`src/rtl/dec_mult_normalizer.sv`:
```
// Decimal32 multiplier back end: normalizes the 14-digit BCD product to 7 digits,
// rounds half-to-even, range-checks the exponent and hands the result over valid/ready.
module dec_mult_normalizer #(
  parameter int P_DIGITS    = 7,
  parameter int IN_DIGITS   = 14,
  parameter int EMAX_BIASED = 191
) (
  input  logic                    clk,
  input  logic                    rst,
  input  logic                    in_valid,
  output logic                    in_ready,
  input  logic                    in_sign,
  input  logic [4*IN_DIGITS-1:0]  in_coeff,
  input  logic [7:0]              in_exp,
  input  logic                    in_exp_carry,
  input  logic                    in_exp_underflow,
  output logic                    out_valid,
  input  logic                    out_ready,
  output logic                    out_sign,
  output logic [4*P_DIGITS-1:0]   out_coeff,
  output logic [7:0]              out_exp,
  output logic                    out_overflow,
  output logic                    out_underflow,
  output logic                    out_inexact
);

  // One bit wider than the 10-bit source exponent so carry+255 plus all shifts cannot wrap.
  localparam int EW = 11;
  localparam logic signed [EW-1:0] L_EMAX   = EW'(EMAX_BIASED);
  localparam logic [4:0]           L_MAXSH  = 5'(IN_DIGITS);
  localparam logic [4*P_DIGITS-1:0] L_ALL9  = {P_DIGITS{4'h9}};
  localparam logic [4*P_DIGITS-1:0] L_POW   = {4'h1, {(4*(P_DIGITS-1)){1'b0}}};

  typedef enum logic [2:0] {S_IDLE, S_SHIFT, S_ROUND, S_PACK, S_DONE} state_t;

  state_t                    r_state;
  logic [4*IN_DIGITS-1:0]    r_coeff;
  logic signed [EW-1:0]      r_exp;
  logic                      r_sign;
  logic [3:0]                r_guard;
  logic                      r_sticky;
  logic                      r_tiny;
  logic                      r_inexact;
  logic [4:0]                r_nshift;
  logic                      r_in_ready;
  logic                      r_out_valid;
  logic                      r_out_sign;
  logic [4*P_DIGITS-1:0]     r_out_coeff;
  logic [7:0]                r_out_exp;
  logic                      r_out_ov;
  logic                      r_out_uf;
  logic                      r_out_inx;

  logic                      w_upper_nz;
  logic                      w_coeff_nz;
  logic                      w_exp_neg;
  logic                      w_shift;
  logic signed [EW-1:0]      w_exp_in;
  logic [4*P_DIGITS-1:0]     w_inc;
  logic                      w_inc_c;
  logic                      w_round_up;

  assign w_upper_nz = |r_coeff[4*IN_DIGITS-1:4*P_DIGITS];
  assign w_coeff_nz = |r_coeff;
  assign w_exp_neg  = r_exp < 0;
  assign w_shift    = (w_upper_nz || (w_exp_neg && w_coeff_nz)) && (r_nshift < L_MAXSH);

  // Underflowed sum is in_exp - 256, which in two's complement is just 1s above bit 7.
  assign w_exp_in = in_exp_underflow ? {3'b111, in_exp} : {2'b00, in_exp_carry, in_exp};

  assign w_round_up = (r_guard > 4'd5) ||
                      ((r_guard == 4'd5) && (r_sticky || r_coeff[0]));

  always_comb begin
    w_inc   = r_coeff[4*P_DIGITS-1:0];
    w_inc_c = 1'b1;
    for (int unsigned i = 0; i < P_DIGITS; i++) begin
      if (w_inc_c) begin
        if (w_inc[4*i +: 4] == 4'd9) begin
          w_inc[4*i +: 4] = 4'd0;
        end else begin
          w_inc[4*i +: 4] = w_inc[4*i +: 4] + 4'd1;
          w_inc_c         = 1'b0;
        end
      end
    end
  end

  always_ff @(posedge clk) begin
    if (rst) begin
      r_state     <= S_IDLE;
      r_coeff     <= '0;
      r_exp       <= '0;
      r_sign      <= 1'b0;
      r_guard     <= '0;
      r_sticky    <= 1'b0;
      r_tiny      <= 1'b0;
      r_inexact   <= 1'b0;
      r_nshift    <= '0;
      r_in_ready  <= 1'b1;
      r_out_valid <= 1'b0;
      r_out_sign  <= 1'b0;
      r_out_coeff <= '0;
      r_out_exp   <= '0;
      r_out_ov    <= 1'b0;
      r_out_uf    <= 1'b0;
      r_out_inx   <= 1'b0;
    end else begin
      case (r_state)
        S_IDLE: begin
          if (in_valid && r_in_ready) begin
            r_sign     <= in_sign;
            r_coeff    <= in_coeff;
            r_exp      <= w_exp_in;
            r_guard    <= '0;
            r_sticky   <= 1'b0;
            r_tiny     <= 1'b0;
            r_nshift   <= '0;
            r_in_ready <= 1'b0;
            r_state    <= S_SHIFT;
          end
        end
        S_SHIFT: begin
          if (w_shift) begin
            r_coeff  <= {4'h0, r_coeff[4*IN_DIGITS-1:4]};
            r_guard  <= r_coeff[3:0];
            r_sticky <= r_sticky | (r_guard != 4'd0);
            r_tiny   <= r_tiny | w_exp_neg;
            r_exp    <= r_exp + 11'sd1;
            r_nshift <= r_nshift + 5'd1;
          end else begin
            if (!w_coeff_nz && w_exp_neg) r_exp <= '0;
            r_state <= S_ROUND;
          end
        end
        S_ROUND: begin
          if (w_round_up) begin
            if (w_inc_c) begin
              r_coeff <= {{(4*(IN_DIGITS-P_DIGITS)){1'b0}}, L_POW};
              r_exp   <= r_exp + 11'sd1;
            end else begin
              r_coeff <= {{(4*(IN_DIGITS-P_DIGITS)){1'b0}}, w_inc};
            end
          end
          r_inexact <= (r_guard != 4'd0) || r_sticky;
          r_state   <= S_PACK;
        end
        S_PACK: begin
          r_out_sign <= r_sign;
          if (r_exp > L_EMAX) begin
            r_out_ov    <= 1'b1;
            r_out_uf    <= 1'b0;
            r_out_coeff <= L_ALL9;
            r_out_exp   <= 8'(EMAX_BIASED);
            r_out_inx   <= 1'b1;
          end else begin
            r_out_ov    <= 1'b0;
            r_out_uf    <= r_tiny && r_inexact;
            r_out_coeff <= r_coeff[4*P_DIGITS-1:0];
            r_out_exp   <= r_exp[7:0];
            r_out_inx   <= r_inexact;
          end
          r_out_valid <= 1'b1;
          r_state     <= S_DONE;
        end
        S_DONE: begin
          if (out_ready) begin
            r_out_valid <= 1'b0;
            r_in_ready  <= 1'b1;
            r_state     <= S_IDLE;
          end
        end
        default: begin
          r_in_ready  <= 1'b1;
          r_out_valid <= 1'b0;
          r_state     <= S_IDLE;
        end
      endcase
    end
  end

  assign in_ready      = r_in_ready;
  assign out_valid     = r_out_valid;
  assign out_sign      = r_out_sign;
  assign out_coeff     = r_out_coeff;
  assign out_exp       = r_out_exp;
  assign out_overflow  = r_out_ov;
  assign out_underflow = r_out_uf;
  assign out_inexact   = r_out_inx;

endmodule
```
`config.mk`:
```
export PLATFORM = sky130hd
export DESIGN_NAME = dec_mult_normalizer
export DESIGN_NICKNAME = d
export VERILOG_FILES = /design/src/rtl/dec_mult_normalizer.sv
export SDC_FILE = /design/constraint.sdc
export NUM_CORES = 1
export LEC_CHECK = 0
export ABC_AREA = 1
export CAP_MARGIN = 0
export CORE_UTILIZATION = 45
export DETAILED_ROUTE_END_ITERATION = 10
export PLACE_DENSITY = 0.72
export SETUP_SLACK_MARGIN = 0.5
export SLEW_MARGIN = 10
export SYNTH_ARGS = -nofsm -noshare
export SYNTH_HDL_FRONTEND = slang
export SYNTH_SLANG_ARGS = --single-unit
export TNS_END_PERCENT = 100
```
`constraint.sdc`:
```
create_clock -name clk -period 2 [get_ports clk]
set_input_delay 0.6 -clock clk [delete_from_list [all_inputs] [get_ports clk]]
set_output_delay 0.6 -clock clk [all_outputs]
set_load 0.02 [all_outputs]
```
-- Word level (Yosys, flattened, before mapping)
Index checks and enable logic that the tools add are counted.
- add/sub/neg operators: 9
- order comparisons: 4
- equal/unequal tests: 25
- mux-type cells: 62
- bitwise gates (word level): 4
- reduce and logical (&&, ||, !) cells: 32
- operators by type and width (kind ; count):
    $mux W56 ; 3
    $pmux W56 S3 ; 1
    $mux W11 ; 6
    $mux W4 ; 15
    $mux W28 ; 2
    $reduce_or A56 Y1 ; 1
    $reduce_and A5 Y1 ; 7
    $pmux W11 S3 ; 1
    $add A4 B1 Y4 const B ; 7
    $eq A4 B4 Y1 const B ; 7
    $reduce_or A28 Y1 ; 1
    $mux W1 ; 21
    $ne A3 B2 Y1 const B ; 6
    $pmux W3 S5 ; 1
    $ne A2 B2 Y1 const B ; 6
    $add A11 B2 Y11 const B ; 1
    $gt A11 B9 Y1 const B ; 1
    $lt A11 B1 Y1 const B ; 1
    $mux W5 ; 2
    $pmux W5 S2 ; 1
    $mux W3 ; 3
    $reduce_and A3 Y1 ; 3
    $mux W8 ; 1
    $pmux W4 S2 ; 1
    other kinds (22) ; 37
- register bits after elaboration: 125
- bits of input ports: 71
- output and inout port bits: 42
- logic and storage cells: 159

-- Longest topological paths before layout
- depth after elaboration: 11
- mapped depth: 17
- gate-level depth less buffers: 16

-- Least setup slack after synthesis
No wires, ideal clock.
- path type: flip-flop to flip-flop
- start: reg r_coeff[0]
- end: reg r_coeff[29]
- setup time: 116 ps
- data arrival time: 1743 ps
- required time: 1884 ps
- path slack: 141 ps
- cell stages (with the launch flop): 17
- buffers on the path: 2
- period minus slack after synthesis: 1859 ps
- cells stage by stage: dfxtp_1 > inv_1 > ha_1 > nand2_1 > nor2_1 > nand2_1 > nor2_1 > nand2_1 > nand2_1 > nand2_1 > nand2_2 > nand2_2 > nand2_2 > buf_4 > buf_4 > o21ai_0 > nor2_1
- cells in the longest elaborated chain, start to end: 6
- elaborated cells on any way between the ends: 10
- those cells by class: 2 x eq/ne; 8 x reduce/logical
- ends and longest elaborated chain (what ; RTL line ; source):
    start, declared ; 37 ; logic [4*IN_DIGITS-1:0] r_coeff;
    start signal, assigned ; 113 ; r_coeff <= in_coeff;
    start signal, assigned ; 125 ; r_coeff <= {4'h0, r_coeff[4*IN_DIGITS-1:4]};
    start signal, assigned ; 139 ; r_coeff <= {{(4*(IN_DIGITS-P_DIGITS)){1'b0}}, L_POW};
    $reduce_or A56 Y1 ; 64 ; assign w_coeff_nz = |r_coeff;
    $logic_and A1 B1 Y1 ; 66 ; assign w_shift = (w_upper_nz || (w_exp_neg && w_coeff_nz)) && (r_nshift < L_MAXSH);
    $logic_or A1 B1 Y1 ; 66 ;
    $logic_and A1 B1 Y1 ; 66 ;
    $ne A2 B2 Y1 (no source line) ; - ;
    $reduce_and A4 Y1 (no source line) (*) ; - ;
Every way passes the cells marked *; elsewhere a longest branch is shown, timed or not.
A chain may end at the register's enable or synchronous reset.

-- Final worst setup path
- start: reg r_coeff[9]
- end: reg r_exp[4]
- cells in the longest elaborated chain, start to end: 9
- elaborated cells on any way between the ends: 18
- those cells by class: 3 x eq/ne; 8 x mux; 7 x reduce/logical
- ends and longest elaborated chain (what ; RTL line ; source):
    $eq A4 B4 Y1 ; 79 ; if (w_inc[4*i +: 4] == 4'd9) begin
    $mux W1 ; 79 ;
    $mux W1 (5 in a row) ; 78 ; if (w_inc_c) begin
    $ne A2 B2 Y1 (no source line) ; - ;
    $reduce_and A5 Y1 (no source line) ; - ;
    end signal, assigned ; 114 ; r_exp <= w_exp_in;
    end signal, assigned ; 129 ; r_exp <= r_exp + 11'sd1;
    end signal, assigned ; 140 ; r_exp <= r_exp + 11'sd1;
    end, declared ; 38 ; logic signed [EW-1:0] r_exp;
Several ways; a longest one is shown, not always the timed one.

==> results.py <==
metrics = {
    "critical_path": {
        "arrival_ns": 2.46,
        "r2r_setup_slack_ns": -0.12,
        "path_depth": 14,
        "cp-endpoint": "r_exp[4]",
        "crit_chain": "inv_2 -> buf_6 -> ha_4 -> nand3_2 -> nand3b_1 -> nor2_2 -> nand2_2 -> nand2_4 -> nand2_4 -> nor2_4 -> buf_6 -> nand3_2 -> a21oi_2 -> nor2_1",
        "critPathKind": "flop to flop",
        "startpoint": "r_coeff[9]",
        "path_delay_family": "simple AND/OR/NAND/NOR gates",
        "cp_data_required_time_ns": 2.34,
        "cpMaxStageDelayCell": "dfxtp_2",
        "r2r_cells": 14,
        "rr_endpoint": "r_exp[4]",
        "cpPeakStageDelay_ns": 0.32,
        "start_kind": "flop",
        "worstReg2RegStart": "r_coeff[9]",
        "worst-path-buf-inv": 3,
        "cp_max_fo": 5,
        "cp-end-kind": "flop",
    },
    "place": {
        "placed_cells": 1325,
        "hpwl_um": 14500,
        "place_congestion": 0.896,
        "portBuffers": 112,
    },
    "flow_run": {
        "drv_cap": 0,
    },
    "floorplan": {
        "die_w_um": 124,
        "io_pins": 113,
        "start_util": 0.460,
        "die_h_um": 124,
        "die-area_sq_mm": 0.0153,
        "fp-row-count": 44,
        "core_area_sq_mm": 0.0145,
    },
    "pwr": {
        "powerDensity_mw_per_mm2": 1500,
        "vdd_drop_max_mv": 0.912,
        "power_leakage_uw": 0.00482,
        "p_total_uw": 17000,
    },
    "sta": {
        "worst_pin_slew_ns": 0.658,
        "maxSlewHeadroom": 0.557,
        "period_minus_slack_ns": 2.12,
        "whs_ns": 0.469,
        "fin_tns_setup_ns": -1.39,
        "finalCritPeriodShare": 1.06,
        "finalClockSkew_ns": 0.0103,
        "rsz0062_at_grt": "true",
        "finalMaxSlewViolations": 0,
        "fin_ws_ns": -0.118,
        "finalHoldViolations": 0,
        "fmax_ghz": 0.472,
        "setup_viol": 21,
    },
    "final_layout": {
        "drive_gt1_frac": 0.434,
        "antennaDiodeCount": 0,
        "fillers": 887,
        "final_util": 0.783,
        "fin_cells": 1421,
        "nNetsFinal": 1318,
        "syn_to_final_growth_pct": 70.1,
    },
    "cts": {
        "clkSinkCount": 125,
        "cts_buffers": 17,
        "clk_latency_ns": 0.44,
        "cts_tree": "built",
        "htreeDepth": 4,
        "clk_pin_slew_ns": 0.06,
        "clk_path_buf_depth": 2,
        "clockRootBuffer": "clkbuf_16",
    },
    "drt": {
        "drc": 0,
        "ant_nets": 0,
        "first_iter_violations": 974,
        "post_drt_wl_per_cell_um": 19.6,
        "first_pass_iters": 6,
        "drt-total-wl_um": 27800,
        "via_count": 8200,
        "via_per_inst": 5.77,
    },
    "synth": {
        "netlist_area_sq_mm": 0.00666,
        "synth_seq_area_share": 0.376,
        "avgSynthCellArea_sq_um": 6.75,
        "yosys_warnings": 0,
        "synthCells": 987,
        "synth_nets": 1081,
        "synthDistinctLibCells": 34,
        "ys_ff_latch": 125,
    },
    "worst_hold_path": {
        "hp-start": "r_coeff[28]",
        "hold_path.class": "flop to flop",
    },
    "grt": {
        "grt_pass1_wl_um": 35100,
        "gr-total-overflow": 0,
        "grt_max_degree": 47,
        "grt.total_usage": 0.303,
        "grt_pass1_vias": 6977,
        "antenna_found_initial": 0,
    },
    "outcome": {
        "violations": "negative setup slack",
        "status": "complete, but fails checks",
    },
}
[power breakdown]
part           switching (uW)  total [uW]  internal [uW]
combinational            5910       10100           4200
clock                    1280        3150           1880
sequential                559        3780           3220
[how the worst min path moves through the flow]
stage,slack [ns],to,cells after the start
after floorplan,0.43,r_tiny,2
after global placement,0.44,r_tiny,2
after detailed placement,0.44,r_tiny,2
after CTS,0.45,out_sign,2
after global routing,0.48,r_tiny,2
final,0.47,r_coeff[28],2
[layer usage]
layer | up-vias | share of wire | global-route usage
li1 | 3748 | - | -
met5 | - | 0 | 0
met3 | 144 | 0.081 | 0.0563
met2 | 498 | 0.49 | 0.503
met4 | 0 | 0.054 | 0.135
met1 | 3810 | 0.38 | 0.381
[cell usage in the layout (no fill, tap or decap), drive strengths merged, types with 14 or more instances in the layout]
cell | netlist | layout
ha | 23 | 23
nor2 | 107 | 107
clkdlybuf4s50 | 0 | 69
dfxtp | 125 | 125
a31oi | 23 | 23
o21ai | 78 | 78
inv | 106 | 108
clkbuf | 30 | 23
buf | 18 | 187
nand3 | 79 | 82
xor2 | 16 | 16
o211ai | 14 | 14
nand2 | 240 | 242
a21oi | 80 | 80
[stage by stage]
step | instance area (sq um) | setup slack (ns)
3_3_place_gp | 8730 | -0.371
6_report | 11300 | -0.118
3_5_place_dp | 8730 | -0.407
2_1_floorplan | 6890 | 0.257
5_1_grt | 11300 | -0.196
4_1_cts | 10300 | 0.0688
[synth_stat cells]
master	instances	area [sq um]
inv_2	6	22.5
nand2_1	233	875
nand3_1	76	380
o211ai_1	14	105
nor2_2	2	12.5
nor2_1	104	390
buf_6	1	11.3
nand3b_1	1	7.51
xnor2_1	3	26.3
a22o_1	2	17.5
a21oi_1	79	395
nor2_4	1	11.3
nand3_2	3	30.0
nand4_1	8	50.1
a21oi_4	1	16.3
clkbuf_1	30	113
xor2_1	16	140
or2_2	5	31.3
a31oi_1	22	138
buf_1	4	15.0
buf_2	11	55.1
inv_1	100	375
dfxtp_1	125	2500
ha_1	23	288
a221oi_1	2	17.5
a22oi_1	3	22.5
buf_4	2	15.0
nor4_1	4	25.0
o22ai_1	7	43.8
o21ai_0	78	390
nand2_2	7	43.8
nor3_1	8	40.0
o221ai_1	5	43.8
a31oi_2	1	12.5
[repair_timing]
| item | in CTS | in global routing |
|---|---|---|
| cloned | 8 | 5 |
| buffers inserted | 21 | 30 |
| endpoints found under the setup margin | 161 | 145 |
| pin swaps | 40 | 53 |
| resized for setup | 422 | 197 |
| hold buffers | 0 | 0 |
[worst reg2reg max path, stage by stage (launching register included)]
cell and delay [ns]:
dfxtp_2 0.32, inv_2 0.08, buf_6 0.11, ha_4 0.12, nand3_2 0.06, nand3b_1 0.23, nor2_2 0.20, nand2_2 0.10
nand2_4 0.09, nand2_4 0.07, nor2_4 0.21, buf_6 0.17, nand3_2 0.08, a21oi_2 0.12, nor2_1 0.06
[cell type report]
cell class	count	area (sq um)	share of cell area
well taps	184	230	0.0203
flip-flops and latches	125	2580	0.228
inverters	106	419	0.0370
multi-input cells	713	4850	0.428
repair inverters	1	7.51	0.000662
clock inverters	12	138	0.0121
repair buffers	260	2660	0.235
clock buffers	20	447	0.0394
[registers in the layout, indices dropped and copies added (netlist names)]
register,flops
r_coeff,56
out_coeff,28
r_exp,11
out_exp,8
r_nshift,5
r_guard,4
r_state,3
in_ready,1
out_inexact,1
out_overflow,1
out_sign,1
out_underflow,1
out_valid,1
r_inexact,1
r_sign,1
r_sticky,1
r_tiny,1
[logic make-up (layout without fill, tap and decap cells)]
family          count (synthesis)  in the layout  synth area share
flops                         125            125             0.376
buf+inv                       154            399            0.0911
simple gates                  452            457             0.285
xor+xnor                       19             19            0.0250
compound gates                214            214             0.180
fa+ha+maj                      23             23            0.0432
Note: power is estimated with default switching activity, not from simulation.
